[src/rtl/intrapred_pkg.sv]
// Shared types and helpers for the intra-prediction frame sequencer.
// Holds the FSM state encoding, enabler bit positions and frame geometry math.
package intrapred_pkg;

  typedef enum logic [2:0] {
    ST_IDLE,
    ST_NP,
    ST_PRED,
    ST_RES,
    ST_SAD,
    ST_OUT
  } ip_state_t;

  localparam int EN_NP   = 0;
  localparam int EN_PRED = 1;
  localparam int EN_RES  = 2;
  localparam int EN_SAD  = 3;

  localparam int IDX_W = 32;

  function automatic int num_luma_blk(int width, int length);
    return (width / 4) * (length / 4);
  endfunction

  // One-hot datapath stage enable for a given state; IDLE and OUT enable nothing.
  function automatic logic [3:0] stage_enable(ip_state_t st);
    logic [3:0] en;
    en = '0;
    case (st)
      ST_NP:   en[EN_NP]   = 1'b1;
      ST_PRED: en[EN_PRED] = 1'b1;
      ST_RES:  en[EN_RES]  = 1'b1;
      ST_SAD:  en[EN_SAD]  = 1'b1;
      default: en = '0;
    endcase
    return en;
  endfunction

endpackage

[src/rtl/intrapred_sequencer_if.sv]
// Control/handshake bundle between the frame sequencer and its neighbours.
// master = sequencer side, slave = frame controller / datapath / downstream side.
interface intrapred_sequencer_if;
  import intrapred_pkg::*;

  logic             start;
  logic             abort;
  logic             blk_ready;
  logic [3:0]       enabler;
  logic [IDX_W-1:0] mbnumber_luma4x4;
  logic [IDX_W-1:0] mbnumber_chromab8x8;
  logic [IDX_W-1:0] mbnumber_chromar8x8;
  logic             blk_valid;
  logic             chroma_valid;
  logic             busy;
  logic             frame_done;

  modport master (
    input  start, abort, blk_ready,
    output enabler, mbnumber_luma4x4, mbnumber_chromab8x8, mbnumber_chromar8x8,
    output blk_valid, chroma_valid, busy, frame_done
  );

  modport slave (
    output start, abort, blk_ready,
    input  enabler, mbnumber_luma4x4, mbnumber_chromab8x8, mbnumber_chromar8x8,
    input  blk_valid, chroma_valid, busy, frame_done
  );

endinterface

[src/rtl/intrapred_blk_counter.sv]
// Luma block step counter with clear/increment and a last-block flag.
// Exposes the next count and the matching chroma index (four luma steps per chroma block).
module intrapred_blk_counter
  import intrapred_pkg::*;
#(
  parameter int N_LUMA = 57600
) (
  input  logic             clk,
  input  logic             reset,
  input  logic             clr_i,
  input  logic             inc_i,
  output logic [IDX_W-1:0] count_d_o,
  output logic [IDX_W-1:0] chroma_d_o,
  output logic             last_o
);

  logic [IDX_W-1:0] count_q, count_d;

  // NOTE: every variable written in always_comb gets a default first; a path
  // that leaves it unassigned would infer a latch.
  always_comb begin
    count_d = count_q;
    if (clr_i) begin
      count_d = '0;
    end else if (inc_i) begin
      count_d = count_q + IDX_W'(1);
    end
  end

  // NOTE: state registers use non-blocking assignment so every flop samples
  // pre-edge values regardless of process ordering.
  always_ff @(posedge clk or negedge reset) begin
    if (!reset) begin
      count_q <= '0;
    end else begin
      count_q <= count_d;
    end
  end

  assign count_d_o  = count_d;
  assign chroma_d_o = count_d >> 2;
  assign last_o     = (count_q == IDX_W'(N_LUMA - 1));

endmodule

[src/rtl/intrapred_sequencer.sv]
// Frame-level intra-prediction controller: walks all blocks, pulses the four
// datapath stages per block, then holds a block-valid handshake until accepted.
module intrapred_sequencer
  import intrapred_pkg::*;
#(
  parameter int WIDTH  = 1280,
  parameter int LENGTH = 720
) (
  input  logic                  clk,
  input  logic                  reset,
  intrapred_sequencer_if.master ip_if
);

  localparam int N_LUMA = num_luma_blk(WIDTH, LENGTH);

  ip_state_t        state_q, state_d;
  logic             cnt_clr, cnt_inc, cnt_last;
  logic [IDX_W-1:0] cnt_next, cnt_chroma_next;
  logic             frame_done_d;
  logic             load_idx;

  logic [IDX_W-1:0] luma_q, luma_d;
  logic [IDX_W-1:0] chroma_q, chroma_d;
  logic [3:0]       enabler_q;
  logic             blk_valid_q, chroma_valid_q, busy_q, frame_done_q;

  intrapred_blk_counter #(
    .N_LUMA (N_LUMA)
  ) u_blk_counter (
    .clk        (clk),
    .reset      (reset),
    .clr_i      (cnt_clr),
    .inc_i      (cnt_inc),
    .count_d_o  (cnt_next),
    .chroma_d_o (cnt_chroma_next),
    .last_o     (cnt_last)
  );

  always_comb begin
    state_d      = state_q;
    cnt_clr      = 1'b0;
    cnt_inc      = 1'b0;
    frame_done_d = 1'b0;

    case (state_q)
      ST_IDLE: begin
        if (ip_if.start && !ip_if.abort) begin
          state_d = ST_NP;
          cnt_clr = 1'b1;
        end
      end
      ST_NP:   state_d = ST_PRED;
      ST_PRED: state_d = ST_RES;
      ST_RES:  state_d = ST_SAD;
      ST_SAD:  state_d = ST_OUT;
      ST_OUT: begin
        if (ip_if.blk_ready) begin
          if (cnt_last) begin
            state_d      = ST_IDLE;
            cnt_clr      = 1'b1;
            frame_done_d = 1'b1;
          end else begin
            state_d = ST_NP;
            cnt_inc = 1'b1;
          end
        end
      end
      default: state_d = ST_IDLE;
    endcase

    // Abort outranks the downstream handshake and suppresses completion.
    if (ip_if.abort && (state_q != ST_IDLE)) begin
      state_d      = ST_IDLE;
      cnt_clr      = 1'b1;
      cnt_inc      = 1'b0;
      frame_done_d = 1'b0;
    end
  end

  // Block indices only move on entry to NP, so they hold through OUT and IDLE.
  assign load_idx = (state_d == ST_NP);
  assign luma_d   = load_idx ? cnt_next        : luma_q;
  assign chroma_d = load_idx ? cnt_chroma_next : chroma_q;

  // Outputs are registered from next-state so they line up with the state they describe.
  always_ff @(posedge clk or negedge reset) begin
    if (!reset) begin
      state_q        <= ST_IDLE;
      luma_q         <= '0;
      chroma_q       <= '0;
      enabler_q      <= '0;
      blk_valid_q    <= 1'b0;
      chroma_valid_q <= 1'b0;
      busy_q         <= 1'b0;
      frame_done_q   <= 1'b0;
    end else begin
      state_q        <= state_d;
      luma_q         <= luma_d;
      chroma_q       <= chroma_d;
      enabler_q      <= stage_enable(state_d);
      blk_valid_q    <= (state_d == ST_OUT);
      chroma_valid_q <= (state_d == ST_OUT) && (luma_d[1:0] == 2'b11);
      busy_q         <= (state_d != ST_IDLE);
      frame_done_q   <= frame_done_d;
    end
  end

  assign ip_if.enabler             = enabler_q;
  assign ip_if.mbnumber_luma4x4    = luma_q;
  assign ip_if.mbnumber_chromab8x8 = chroma_q;
  assign ip_if.mbnumber_chromar8x8 = chroma_q;
  assign ip_if.blk_valid           = blk_valid_q;
  assign ip_if.chroma_valid        = chroma_valid_q;
  assign ip_if.busy                = busy_q;
  assign ip_if.frame_done          = frame_done_q;

endmodule

[src/flat_wrapper.sv]
// flat-port wrapper written by rule: the top's interface ports become plain ports
module intrapred_sequencer_flat import intrapred_pkg::*;
#(
  parameter int WIDTH  = 1280,
  parameter int LENGTH = 720
)
  (clk, reset, ip_if_start, ip_if_abort, ip_if_blk_ready, ip_if_enabler, ip_if_mbnumber_luma4x4, ip_if_mbnumber_chromab8x8, ip_if_mbnumber_chromar8x8, ip_if_blk_valid, ip_if_chroma_valid, ip_if_busy, ip_if_frame_done);
  intrapred_sequencer_if ip_if_i ();
  input  logic clk;
  input  logic reset;
  input wire logic [$bits(ip_if_i.start)-1:0] ip_if_start;
  input wire logic [$bits(ip_if_i.abort)-1:0] ip_if_abort;
  input wire logic [$bits(ip_if_i.blk_ready)-1:0] ip_if_blk_ready;
  output wire logic [$bits(ip_if_i.enabler)-1:0] ip_if_enabler;
  output wire logic [$bits(ip_if_i.mbnumber_luma4x4)-1:0] ip_if_mbnumber_luma4x4;
  output wire logic [$bits(ip_if_i.mbnumber_chromab8x8)-1:0] ip_if_mbnumber_chromab8x8;
  output wire logic [$bits(ip_if_i.mbnumber_chromar8x8)-1:0] ip_if_mbnumber_chromar8x8;
  output wire logic [$bits(ip_if_i.blk_valid)-1:0] ip_if_blk_valid;
  output wire logic [$bits(ip_if_i.chroma_valid)-1:0] ip_if_chroma_valid;
  output wire logic [$bits(ip_if_i.busy)-1:0] ip_if_busy;
  output wire logic [$bits(ip_if_i.frame_done)-1:0] ip_if_frame_done;
  assign ip_if_i.start = ip_if_start;
  assign ip_if_i.abort = ip_if_abort;
  assign ip_if_i.blk_ready = ip_if_blk_ready;
  assign ip_if_enabler = ip_if_i.enabler;
  assign ip_if_mbnumber_luma4x4 = ip_if_i.mbnumber_luma4x4;
  assign ip_if_mbnumber_chromab8x8 = ip_if_i.mbnumber_chromab8x8;
  assign ip_if_mbnumber_chromar8x8 = ip_if_i.mbnumber_chromar8x8;
  assign ip_if_blk_valid = ip_if_i.blk_valid;
  assign ip_if_chroma_valid = ip_if_i.chroma_valid;
  assign ip_if_busy = ip_if_i.busy;
  assign ip_if_frame_done = ip_if_i.frame_done;
  intrapred_sequencer #(.WIDTH(WIDTH), .LENGTH(LENGTH)) u_core (.clk(clk), .reset(reset), .ip_if(ip_if_i));
endmodule
[config.mk]
export PLATFORM = sky130hd
export DESIGN_NAME = intrapred_sequencer_flat
export DESIGN_NICKNAME = d
export VERILOG_FILES = /design/src/rtl/intrapred_pkg.sv /design/src/rtl/intrapred_sequencer_if.sv /design/src/rtl/intrapred_blk_counter.sv /design/src/rtl/intrapred_sequencer.sv /design/src/flat_wrapper.sv
export SDC_FILE = /design/constraint.sdc
export NUM_CORES = 1
export LEC_CHECK = 0
export CAP_MARGIN = 20
export CORE_AREA = 4 4 120 122
export CTS_CLUSTER_SIZE = 20
export DETAILED_ROUTE_END_ITERATION = 10
export DIE_AREA = 0 0 124 126
export PLACE_DENSITY = 0.65
export SETUP_SLACK_MARGIN = 0.1
export SYNTH_ARGS = -nofsm -noshare
export SYNTH_HDL_FRONTEND = slang
export SYNTH_HIERARCHICAL = 1
export SYNTH_SLANG_ARGS = --single-unit
[constraint.sdc]
create_clock -name clk -period 4.46 [get_ports clk]
set_input_delay 0.892 -clock clk [delete_from_list [all_inputs] [get_ports clk]]
set_output_delay 0.892 -clock clk [all_outputs]
set_load 0.01 [all_outputs]
# --- Yosys cells after proc, flatten, opt, wreduce, memory -nomap -nowiden ---
# Cells that the tools add are included.
# Widths: inputs -> output; s select.
op_classes:
  div_mod_pow: 0
  n_bitwise: 0
  n_lt_le_gt_ge: 0
  mux: 23
  eq_ne: 12
  n_addsub: 1
  n_shift: 0
  reduce_logical: 7
  mul: 0
op_table:
  columns: ["operator", "n"]
  rows:
  - ["$mux 32", 2]
  - ["$add 32x1->32 const B", 1]
  - ["$eq 32x16->1 const B", 1]
  - ["$pmux 3 s6", 1]
  - ["$mux 1", 15]
  - ["$eq 3x2->1 const B", 4]
  - ["$eq 3x3->1 const B", 4]
  - ["$mux 3", 3]
  - ["$eq 3x1->1 const B", 2]
  - ["$reduce_bool 3->1", 2]
  - ["$logic_and 1x1->1", 3]
  - ["$logic_not 3->1", 1]
  - ["$eq 2x2->1 const B", 1]
  - ["$mux 2", 1]
  - ["$pmux 1 s2", 1]
  - ["$logic_not 1->1", 1]
totals:
  mem_count: 0
  input_bits: 5
  wordCells: 52
  ram_bits: 0
  latch_bits: 0
  ff_bits: 75
  out_inout_bits: 104
  romBits: 0

# --- Longest topological paths before layout ---
# Gate-level depths: netlist of run 1.
logic_depth:
  ltp_word: 10
  mapped_depth: 14
  ltp_nobuf: 11

# --- Hierarchy ---
# Netlist of run 1, hierarchy kept.
modules_own_cells:
  columns: ["module", "area_each_um2", "n_inst", "seq_area_each_um2", "cells_each"]
  rows:
  - ["intrapred_sequencer", 3358.2, 1, 1876.8, 213]
  - ["intrapred_blk_counter", 2050.7, 1, 800.8, 225]

# --- Worst setup path before layout of run 1 ---
# OpenSTA, ideal clock, no wires.
synth_timing:
  path_type: "input-to-reg"
  start: "input ip_if_abort"
  end: "register u_core.luma_q[28] (netlist: u_core/ip_if.mbnumber_luma4x4[28])"
  t_required_ps: 4335
  path_buffers: 3
  t_arrival_ps: 3099
  setup_slack_ps: 1235
  cell_stages: 11
  setup_ps: 125
  cell_sequence: "nor2_1 > nand2_1 > nor3_1 > buf_6 > nand4_1 > or4_4 > buf_6 > nor4_1 > mux2_1 > buf_4 > mux2_4"
synth_between:
  elab_cells_between_ends: 13
  classes_between: "eq/ne (1); mux (9); reduce/logical (3)"
synth_rtl:
  columns: ["element", "line", "rtl"]
  rows:
  - ["start, declared", "flat_wrapper.sv:12", "input wire logic [$bits(ip_if_i.abort)-1:0] ip_if_abort;"]
  - ["$logic_and 1x1->1", "intrapred_sequencer.sv:72", "if (ip_if.abort && (state_q != ST_IDLE)) begin"]
  - ["$mux 1", "intrapred_sequencer.sv:72", null]
  - ["named net u_core.cnt_inc", "intrapred_sequencer.sv:17", "logic cnt_clr, cnt_inc, cnt_last;"]
  - ["$mux 32", "intrapred_blk_counter.sv:25", "end else if (inc_i) begin"]
  - ["$mux 32", "intrapred_blk_counter.sv:23", "if (clr_i) begin"]
  - ["named net u_core.cnt_chroma_next[26]", "intrapred_sequencer.sv:18", "logic [IDX_W-1:0] cnt_next, cnt_chroma_next;"]
  - ["end signal, assigned", "intrapred_sequencer.sv:98", "luma_q <= luma_d;"]
  - ["end, declared", "intrapred_sequencer.sv:22", "logic [IDX_W-1:0] luma_q, luma_d;"]
# The timed path passes the listed nets, and every way through them passes these cells.
# A chain may end at the register's enable or synchronous reset.

# --- Worst setup path after layout of run 1 ---
# Same ends and word-level chain as after synthesis.

==> flow_summary.json, run 1 <==
{
  "ys_types": 44,
  "worst_pin_slew_ns": 0.957,
  "ant_nets": 0,
  "clock_path_buffers": 2,
  "finClkSkew_ns": 0.00770,
  "worstPathArrival_ns": 3.78,
  "min_from": "u_core/ip_if.mbnumber_luma4x4[25]",
  "area_growth_pct": 17.7,
  "maxCapViolations": 0,
  "fin_nets": 484,
  "slowest_stage": "or4_4",
  "cts_tree": "yes",
  "final_max_slew_viol_count": 0,
  "port_buffers": 108,
  "max_slew_margin": 0.362,
  "pin_count": 109,
  "die_x_um": 124,
  "timing.final.crit_period_ns": 3.55,
  "outcome": "completed",
  "grt_pass1_vias": 3269,
  "synth_edf_count": 0,
  "cts_buffers": 9,
  "firstDrtPassIters": 4,
  "yosysMostFrequentCell": "dfrtp_1",
  "diodes": 0,
  "synthTopCellsByArea": "dfrtp_1 (50%), mux2_4 (14%), buf_4 (9.0%)",
  "die_h_um": 126,
  "path_clk_slew_ns": 0.07,
  "start_kind": "input pin",
  "vdd_drop_max_mv": 0.219,
  "grt-ovfl-total": 0,
  "hold_class": "reg2reg",
  "crit_path_max_incr_delay_ns": 0.59,
  "ys_top_cells_by_count": "dfrtp_1 (107), buf_4 (65), mux2_4 (49)",
  "synth_area_leader_cell": "dfrtp_1",
  "tns_ns": 0,
  "worstRegToRegCells": 11,
  "reg2reg_slack_ns": 0.96,
  "synth-seq-cells": 107,
  "die-area_um2": 15600,
  "start_util": 0.410,
  "hold_viol_final": 0,
  "regArea_um2": 2680,
  "yosys_warnings": 6,
  "avgSynthCellArea_um2": 12.3,
  "utilization": 0.483,
  "clock_latency_ns": 0.34,
  "cp-end-kind": "flip-flop",
  "vias": 3328,
  "synthFlopType": "dfrtp_1",
  "hold_end": "u_core/ip_if.mbnumber_luma4x4[25]",
  "power_density_nw_per_um2": 323,
  "root_buffer": "clkbuf_16",
  "holdBufCountCts": 0,
  "grt_max_degree": 79,
  "setup_slack_ns": 0.910,
  "path_cells": "clkdlybuf4s50_1 -> nor2_1 -> nand2_1 -> nor3_1 -> nand4_1 -> or4_4 -> nor4_1 -> mux2_1 -> mux2_4",
  "numClockSinks": 107,
  "grt_first_pass_wirelength_mm": 16.9,
  "dp_cells": 643,
  "viasPerCell": 5.07,
  "crit_type": "in2reg",
  "dp_hpwl_mm": 7.19,
  "post_cts_buffers": 0,
  "core_area_um2": 13200,
  "antenna_found_initial": 0,
  "multi_input_area_um2": 2000,
  "place.gp.congestion": 0.815,
  "fin_cells": 657,
  "synthCells": 438,
  "min_delay_path_depth": 1,
  "fillers": 1161,
  "h-tree-depth": 3,
  "synth.top_cell.area_share": 0.495,
  "setup_viol": 0,
  "worstReg2RegEnd": "u_core/ip_if.mbnumber_luma4x4[28]",
  "hold_ws_ns": 0.510,
  "finalWirelength_mm": 10.4,
  "cts_resized": 0,
  "crit_path_max_fanout": 30,
  "wl_per_cell_um": 15.8,
  "drive_gt1_frac": 0.195,
  "netlist_area_um2": 5410,
  "p_leak_nw": 2.83,
  "crit_required_ns": 4.68,
  "rsz0062_at_grt": "no",
  "timing.fmax_ghz": 0.282,
  "ys_async_sr_fraction": 1.00,
  "r2r-start": "u_core/u_blk_counter/count_q[0]",
  "rows": 42,
  "drc": 0,
  "place_ws_ns": 0.561,
  "grt_usage": 0.136,
  "period_share": 0.796,
  "synth_seq_area_share": 0.495,
  "drt_iter0_markers": 181
}
-- power by group --
group          switching (mW)  internal, mW  total (mW)  leakage (nW)
Sequential             0.0175         0.989        1.01          1.49
Combinational           0.130         0.112       0.242          1.20
Clock                   0.322         0.485       0.807         0.145
Total                   0.469          1.59        2.06          2.83
-- stage by stage --
stage | power [mW] | area (um^2)
6_report | 2.06 | 6360
2_1_floorplan | 1.22 | 5410
3_3_place_gp | 1.27 | 6070
3_5_place_dp | 1.27 | 6070
5_1_grt | 2.15 | 6360
4_1_cts | 2.09 | 6360
-- cells in the final DEF (no fill, tap or decap), types with 2 or more instances in the layout --
cell type        Yosys  final
o21ai_0              8      8
nor2_1              21     21
dfrtp_1            107    107
and4_1               2      2
nand3b_1             3      3
nor2b_1              2      2
xor2_1               3      3
mux2_4              49     49
or4_1               12     12
clkbuf_16            0      9
nor3_1               6      6
a21oi_1             19     19
clkdlybuf4s50_1      0    107
nand4_1             11     11
bufinv_16            0      2
and2_1               2      2
buf_4               65      6
conb_1               1      2
nand2_1             11     11
and3_1               3      3
clkbuf_1             5      2
inv_1                9      9
nand3_2              2      2
nand3_1             12     12
or3_1                4      4
o31ai_1             12     12
nor4_1              13     13
xnor2_1              9      9
mux2_2              16     16
-- worst max path at each step --
stage | startpoint | to | slack [ns]
after floorplan | ip_if_abort | u_core/ip_if.mbnumber_luma4x4[28] | 1.24
after global placement | ip_if_abort | u_core/ip_if.mbnumber_luma4x4[29] | 0.68
after detailed placement | ip_if_abort | u_core/ip_if.mbnumber_chromab8x8[27] | 0.56
after CTS | ip_if_abort | u_core/ip_if.mbnumber_chromab8x8[27] | 0.91
after global routing | u_core/u_blk_counter/count_q[0] | u_core/ip_if.mbnumber_luma4x4[28] | 0.73
final | ip_if_abort | u_core/ip_if.mbnumber_luma4x4[28] | 0.91
-- layer usage --
metal  global-route usage  vias to the layer above  wire length [um]
met4               0.0528                        0               219
met5                    0                        -                 0
li1                     -                     1567                 -
met1                0.182                     1662              4590
met2                0.217                       81              5130
met3               0.0269                       18               424
-- sequential cells by signal (all words and copies together), names as in the netlist --
name	cells
u_core/ip_if.mbnumber_chromab8x8	32
u_core/state_q	3
u_core/ip_if.chroma_valid	1
u_core/ip_if.enabler	4
u_core/ip_if.busy	1
u_core/u_blk_counter/count_q	32
u_core/ip_if.frame_done	1
u_core/ip_if.mbnumber_luma4x4	32
u_core/ip_if.blk_valid	1
-- layout make-up --
class | instances | area share
multi-input combinational | 237 | 0.314
inverter | 9 | 0.00531
clock inverter | 3 | 0.0102
tap | 176 | 0.0346
clock buffer | 11 | 0.0366
timing repair buffer | 114 | 0.178
sequential | 107 | 0.421
-- cell families after synthesis --
group	count (synthesis)	share of synthesized area
compound gates	43	0.0495
xor+xnor	12	0.0194
fa+ha+maj	1	0.00231
buf+inv	95	0.138
flops	107	0.495
mux	67	0.173
other cells	1	0.000693
simple gates	112	0.122
-- worst max-delay path: cells and delay by family --
kind	cells	cell delay (ns)
mux	2	0.67
buf+inv	1	0.55
simple gates	6	1.64
Power figures use the tool's default switching activity.
==> run 2, diff against run 1 <==
==> constraint.sdc (replaced) <==
create_clock -name clk -period 3.6 [get_ports clk]
set_input_delay 0.72 -clock clk [delete_from_list [all_inputs] [get_ports clk]]
set_output_delay 0.72 -clock clk [all_outputs]
set_load 0.01 [all_outputs]
==> run 2 against run 1 <==
Die area unchanged. Total power increased by 22%. Global-route usage hardly changed. Critical path depth is 1 higher. Count of clock-buffer cells in the layout increased by 3. Flip-flop and latch count unchanged. Largest cell class unchanged. Largest power group unchanged.
==> flow_summary.json, run 2 (synthesized netlist as in run 1, its figures left out) <==
{
  "vdd_drop_max_mv": 0.290,
  "period_share": 0.880,
  "crit_type": "reg2reg",
  "timing.final.crit_period_ns": 3.17,
  "tns_ns": 0,
  "grt_usage": 0.136,
  "power_mw": 2.51,
  "grt_pass1_vias": 3278,
  "numClockSinks": 107,
  "hold_viol_final": 0,
  "clock_latency_ns": 0.35,
  "grt_max_degree": 74,
  "hold_ws_ns": 0.504,
  "start_util": 0.410,
  "outcome": "completed",
  "die-area_um2": 15600,
  "clock_path_buffers": 2,
  "worstRegToRegCells": 10,
  "rows": 42,
  "die_h_um": 126,
  "finClkSkew_ns": 0.00957,
  "grt-ovfl-total": 0,
  "grt_first_pass_wirelength_mm": 16.8,
  "utilization": 0.485,
  "p_leak_nw": 2.85,
  "viasPerCell": 5.03,
  "timing.fmax_ghz": 0.316,
  "r2r-start": "u_core/u_blk_counter/count_q[1]",
  "maxCapViolations": 0,
  "diodes": 0,
  "post_cts_buffers": 0,
  "port_buffers": 108,
  "layout_common_cells": "clkdlybuf4s50_1 (107), dfrtp_1 (107), mux2_4 (49)",
  "pin_count": 109,
  "core_area_um2": 13200,
  "worst_pin_slew_ns": 0.906,
  "h-tree-depth": 3,
  "hold_class": "in2async",
  "ant_nets": 0,
  "root_buffer": "clkbuf_16",
  "reg2reg_slack_ns": 0.43,
  "antenna_found_initial": 0,
  "firstDrtPassIters": 4,
  "place.gp.congestion": 0.788,
  "cts_buffers": 9,
  "max_slew_margin": 0.396,
  "power_density_nw_per_um2": 392,
  "cp-startpoint": "u_core/u_blk_counter/count_q[1]",
  "vias": 3339,
  "holdBufCountCts": 0,
  "area_growth_pct": 18.2,
  "final_max_slew_viol_count": 0,
  "crit_required_ns": 3.84,
  "path_clk_slew_ns": 0.07,
  "dp_hpwl_mm": 7.14,
  "start_kind": "flip-flop",
  "crit_path_max_fanout": 30,
  "rsz0062_at_grt": "no",
  "die_x_um": 124,
  "finalWirelength_mm": 10.2,
  "wl_per_cell_um": 15.3,
  "fin_nets": 489,
  "drive_gt1_frac": 0.203,
  "worstPathArrival_ns": 3.40,
  "drt_iter0_markers": 197,
  "setup_viol": 0,
  "placedInstanceArea_um2": 6100,
  "post-route-cell-area_um2": 6390,
  "cp-end-kind": "flip-flop",
  "cts_resized": 0,
  "cts_tree": "yes",
  "drc": 0
}
[run 2: area by class of cell]
| type | count | area [um^2] |
|---|---|---|
| clock buffers | 14 | 254 |
| clock inverters | 2 | 35.0 |
| fillers | 1168 | 6800 |
| inverters | 9 | 33.8 |
| multi-input cells | 237 | 2000 |
| flip-flops and latches | 107 | 2680 |
| well taps | 176 | 220 |
| repair buffers | 119 | 1170 |
[run 2: power breakdown]
group          internal, mW  switching (mW)  total [mW]
registers              1.23          0.0218        1.25
logic                 0.140           0.158       0.298
clock network         0.558           0.405       0.963
total                  1.92           0.585        2.51
[run 2: worst paths after layout]
check                                                    endpoint
worst max-delay path            u_core/ip_if.mbnumber_luma4x4[28]
worst min-delay path            u_core/ip_if.mbnumber_luma4x4[27]
worst max register to register  u_core/ip_if.mbnumber_luma4x4[28]
worst min register to register  u_core/ip_if.mbnumber_luma4x4[10]
max in group asynchronous         u_core/u_blk_counter/count_q[8]
min in group clk                u_core/ip_if.mbnumber_luma4x4[10]
[run 2: worst max-delay path, cell delays in order (launching register included)]
cell     delay, ns
dfrtp_1       0.45
ha_1          0.22
nor4b_1       0.14
nand3_1       0.10
nor4_1        0.08
nor3_1        0.33
nand4_1       0.13
or4_4         0.59
nor4_1        0.35
mux2_1        0.39
mux2_4        0.27
[run 2: stage by stage]
| stage | worst slack (ns) | std cells |
|---|---|---|
| 2_1_floorplan | 0.428 | 439 |
| 3_3_place_gp | 0.0969 | 648 |
| 3_5_place_dp | 0.0464 | 648 |
| 4_1_cts | 0.394 | 664 |
| 5_1_grt | 0.196 | 664 |
| 6_report | 0.431 | 664 |
[run 2: per-layer routing]
metal  global-route usage  part of all wire  wire (um)
met2                0.218              0.49       4980
met1                0.178              0.45       4560
met4               0.0348             0.010        106
met3               0.0448             0.053        541
met5                    0                 0          0
==> run 3, diff against run 2 <==
--- a/config.mk
+++ b/config.mk
@@ -6,12 +6,12 @@
 export NUM_CORES = 1
 export LEC_CHECK = 0
 export CAP_MARGIN = 20
-export CORE_AREA = 4 4 120 122
+export CORE_AREA = 8 8 124 126
 export CTS_CLUSTER_SIZE = 20
 export DETAILED_ROUTE_END_ITERATION = 10
-export DIE_AREA = 0 0 124 126
+export DIE_AREA = 0 0 132 134
 export PLACE_DENSITY = 0.65
-export SETUP_SLACK_MARGIN = 0.1
+export SLEW_MARGIN = 40
 export SYNTH_ARGS = -nofsm -noshare
 export SYNTH_HDL_FRONTEND = slang
 export SYNTH_HIERARCHICAL = 1
==> run 3 against run 2 <==
Combinational power barely moved. First-iteration DRC count rose by 19%. Critical path depth fell by 1. Hold slack got worse by 0.14 ns. Critical endpoint is now u_core/ip_if.mbnumber_chromab8x8[26]. Clock power rose by 6%. Setup slack got worse by 0.015 ns. Count of clock-buffer cells in the layout fell by 2. Core utilization fell by 0.82 points. Flip-flop and latch count did not move. Critical path type is now in2reg. Register-to-register slack improved by 0.05 ns. Via count rose by 0.24%.
==> flow_summary.json, run 3 (synthesized netlist as in run 1, its figures left out) <==
{
  "grt_first_pass_wirelength_mm": 18.0,
  "pin_count": 109,
  "fin_nets": 490,
  "rows": 43,
  "fillers": 1202,
  "cts_tree": "yes",
  "layout_common_cells": "clkdlybuf4s50_1 (107), dfrtp_1 (107), mux2_4 (49)",
  "finClkSkew_ns": 0.00684,
  "cp_top_family": "simple AND/OR/NAND/NOR gates",
  "timing.fmax_ghz": 0.314,
  "regArea_um2": 2680,
  "path_cells": "clkdlybuf4s50_1 -> nor2_1 -> nand2_1 -> nor3_1 -> nand4_1 -> or4_4 -> nor4_1 -> mux2_1 -> mux2_4",
  "numClockSinks": 107,
  "grt_use_met3": 0.0482,
  "core_area_um2": 13500,
  "worstRegToRegCells": 10,
  "busiest_layer": "met2",
  "die_x_um": 132,
  "tns_ns": 0,
  "crit_path_max_incr_delay_ns": 0.58,
  "path_clk_slew_ns": 0.07,
  "hold_viol_final": 0,
  "cts_buffers": 9,
  "max_slew_margin": 0.606,
  "dp_cells": 653,
  "start_util": 0.401,
  "ant_nets": 0,
  "crit_path_max_fanout": 30,
  "rsz0062_at_grt": "no",
  "die-area_um2": 17700,
  "slowest_stage": "or4_4",
  "use_met1": 0.147,
  "antenna_found_initial": 0,
  "port_buffers": 108,
  "grt_util_met2": 0.206,
  "cp-end-kind": "flip-flop",
  "holdBufCountCts": 0,
  "diodes": 0,
  "worst_pin_slew_ns": 0.591,
  "hold_ws_ns": 0.365,
  "root_buffer": "clkbuf_16",
  "r2r-start": "u_core/u_blk_counter/count_q[0]",
  "wl_per_cell_um": 16.2,
  "reg2reg_slack_ns": 0.48,
  "maxCapViolations": 0,
  "drc": 0,
  "setup_viol": 0,
  "dp_hpwl_mm": 7.74,
  "period_share": 0.885,
  "drive_gt1_frac": 0.213,
  "clock_path_buffers": 2,
  "grt_max_degree": 68,
  "p_leak_nw": 2.88,
  "cts_resized": 0,
  "place.gp.congestion": 0.832,
  "place_ws_ns": 0.00326,
  "vias": 3347,
  "clock_latency_ns": 0.35,
  "worstPathArrival_ns": 3.42,
  "power_density_nw_per_um2": 399,
  "fin_cells": 669,
  "hold_class": "in2async",
  "timing.final.crit_period_ns": 3.18,
  "drt_iter0_markers": 234,
  "finalWirelength_mm": 10.8,
  "grt_pass1_vias": 3452,
  "utilization": 0.477,
  "area_growth_pct": 19.0,
  "die_h_um": 134,
  "start_kind": "input pin",
  "final_max_slew_viol_count": 0,
  "firstDrtPassIters": 5,
  "worstReg2RegEnd": "u_core/ip_if.mbnumber_chromab8x8[26]",
  "multi_input_area_um2": 2000,
  "setup_slack_ns": 0.416,
  "grt_usage": 0.125,
  "viasPerCell": 5.00,
  "h-tree-depth": 3,
  "vdd_drop_max_mv": 0.272,
  "crit_buf_inv": 1,
  "post_cts_buffers": 0,
  "outcome": "completed",
  "crit_required_ns": 3.83,
  "crit_type": "in2reg",
  "grt-ovfl-total": 0
}
==> run 3: cell types whose count changed in the layout (fill, tap and decap cells not counted) <==
cell,delta
buf_6,+1
clkbuf_1,-4
clkbuf_8,+2
clkinv_2,+1
clkinvlp_4,+1
==> run 3: area by class of cell <==
| class | count | area share |
|---|---|---|
| Sequential cell | 107 | 0.416 |
| Multi-Input combinational cell | 237 | 0.311 |
| Timing Repair Buffer | 120 | 0.184 |
| Clock buffer | 12 | 0.0414 |
| Tap cell | 180 | 0.0350 |
| Clock inverter | 4 | 0.00739 |
| Inverter | 9 | 0.00525 |
==> run 3: worst reg2reg max path: cells and delay by family (launching register included) <==
family	cells	cell delay (ns)
adders and majority gates	1	0.21
DFF	1	0.38
muxes	2	0.68
and+or+nand+nor	7	1.73
==> run 3: how the worst max path moves through the flow <==
stage	cells after the start	end	start	slack (ns)
final	9	u_core/ip_if.mbnumber_chromab8x8[26]	ip_if_abort	0.42
after global routing	9	u_core/ip_if.mbnumber_luma4x4[11]	u_core/u_blk_counter/count_q[0]	0.24
after CTS	9	u_core/ip_if.mbnumber_chromab8x8[26]	ip_if_abort	0.38
after detailed placement	9	u_core/ip_if.mbnumber_chromab8x8[26]	ip_if_abort	0.003
after global placement	9	u_core/ip_if.mbnumber_chromab8x8[26]	ip_if_abort	0.09
after floorplan	13	u_core/ip_if.mbnumber_luma4x4[28]	u_core/u_blk_counter/count_q[0]	0.43
==> run 3: report_power, final <==
group | total [mW] | internal [mW] | switching [mW]
logic | 0.299 | 0.140 | 0.159
clock network | 1.02 | 0.594 | 0.429
registers | 1.25 | 1.22 | 0.0214
==> run 3: layer usage <==
| layer | part of all wire | vias to the layer above | routed length (um) |
|---|---|---|---|
| li1 | - | 1577 | - |
| met1 | 0.42 | 1674 | 4590 |
| met2 | 0.51 | 89 | 5520 |
| met3 | 0.057 | 7 | 616 |
| met4 | 0.011 | 0 | 115 |
| met5 | 0 | - | 0 |
==> run 3: stage by stage <==
step	power (mW)	area [um^2]
floorplan	1.51	5410
global placement	1.57	6120
detailed placement	1.58	6120
CTS	2.62	6430
global route	2.68	6430
finish	2.57	6430
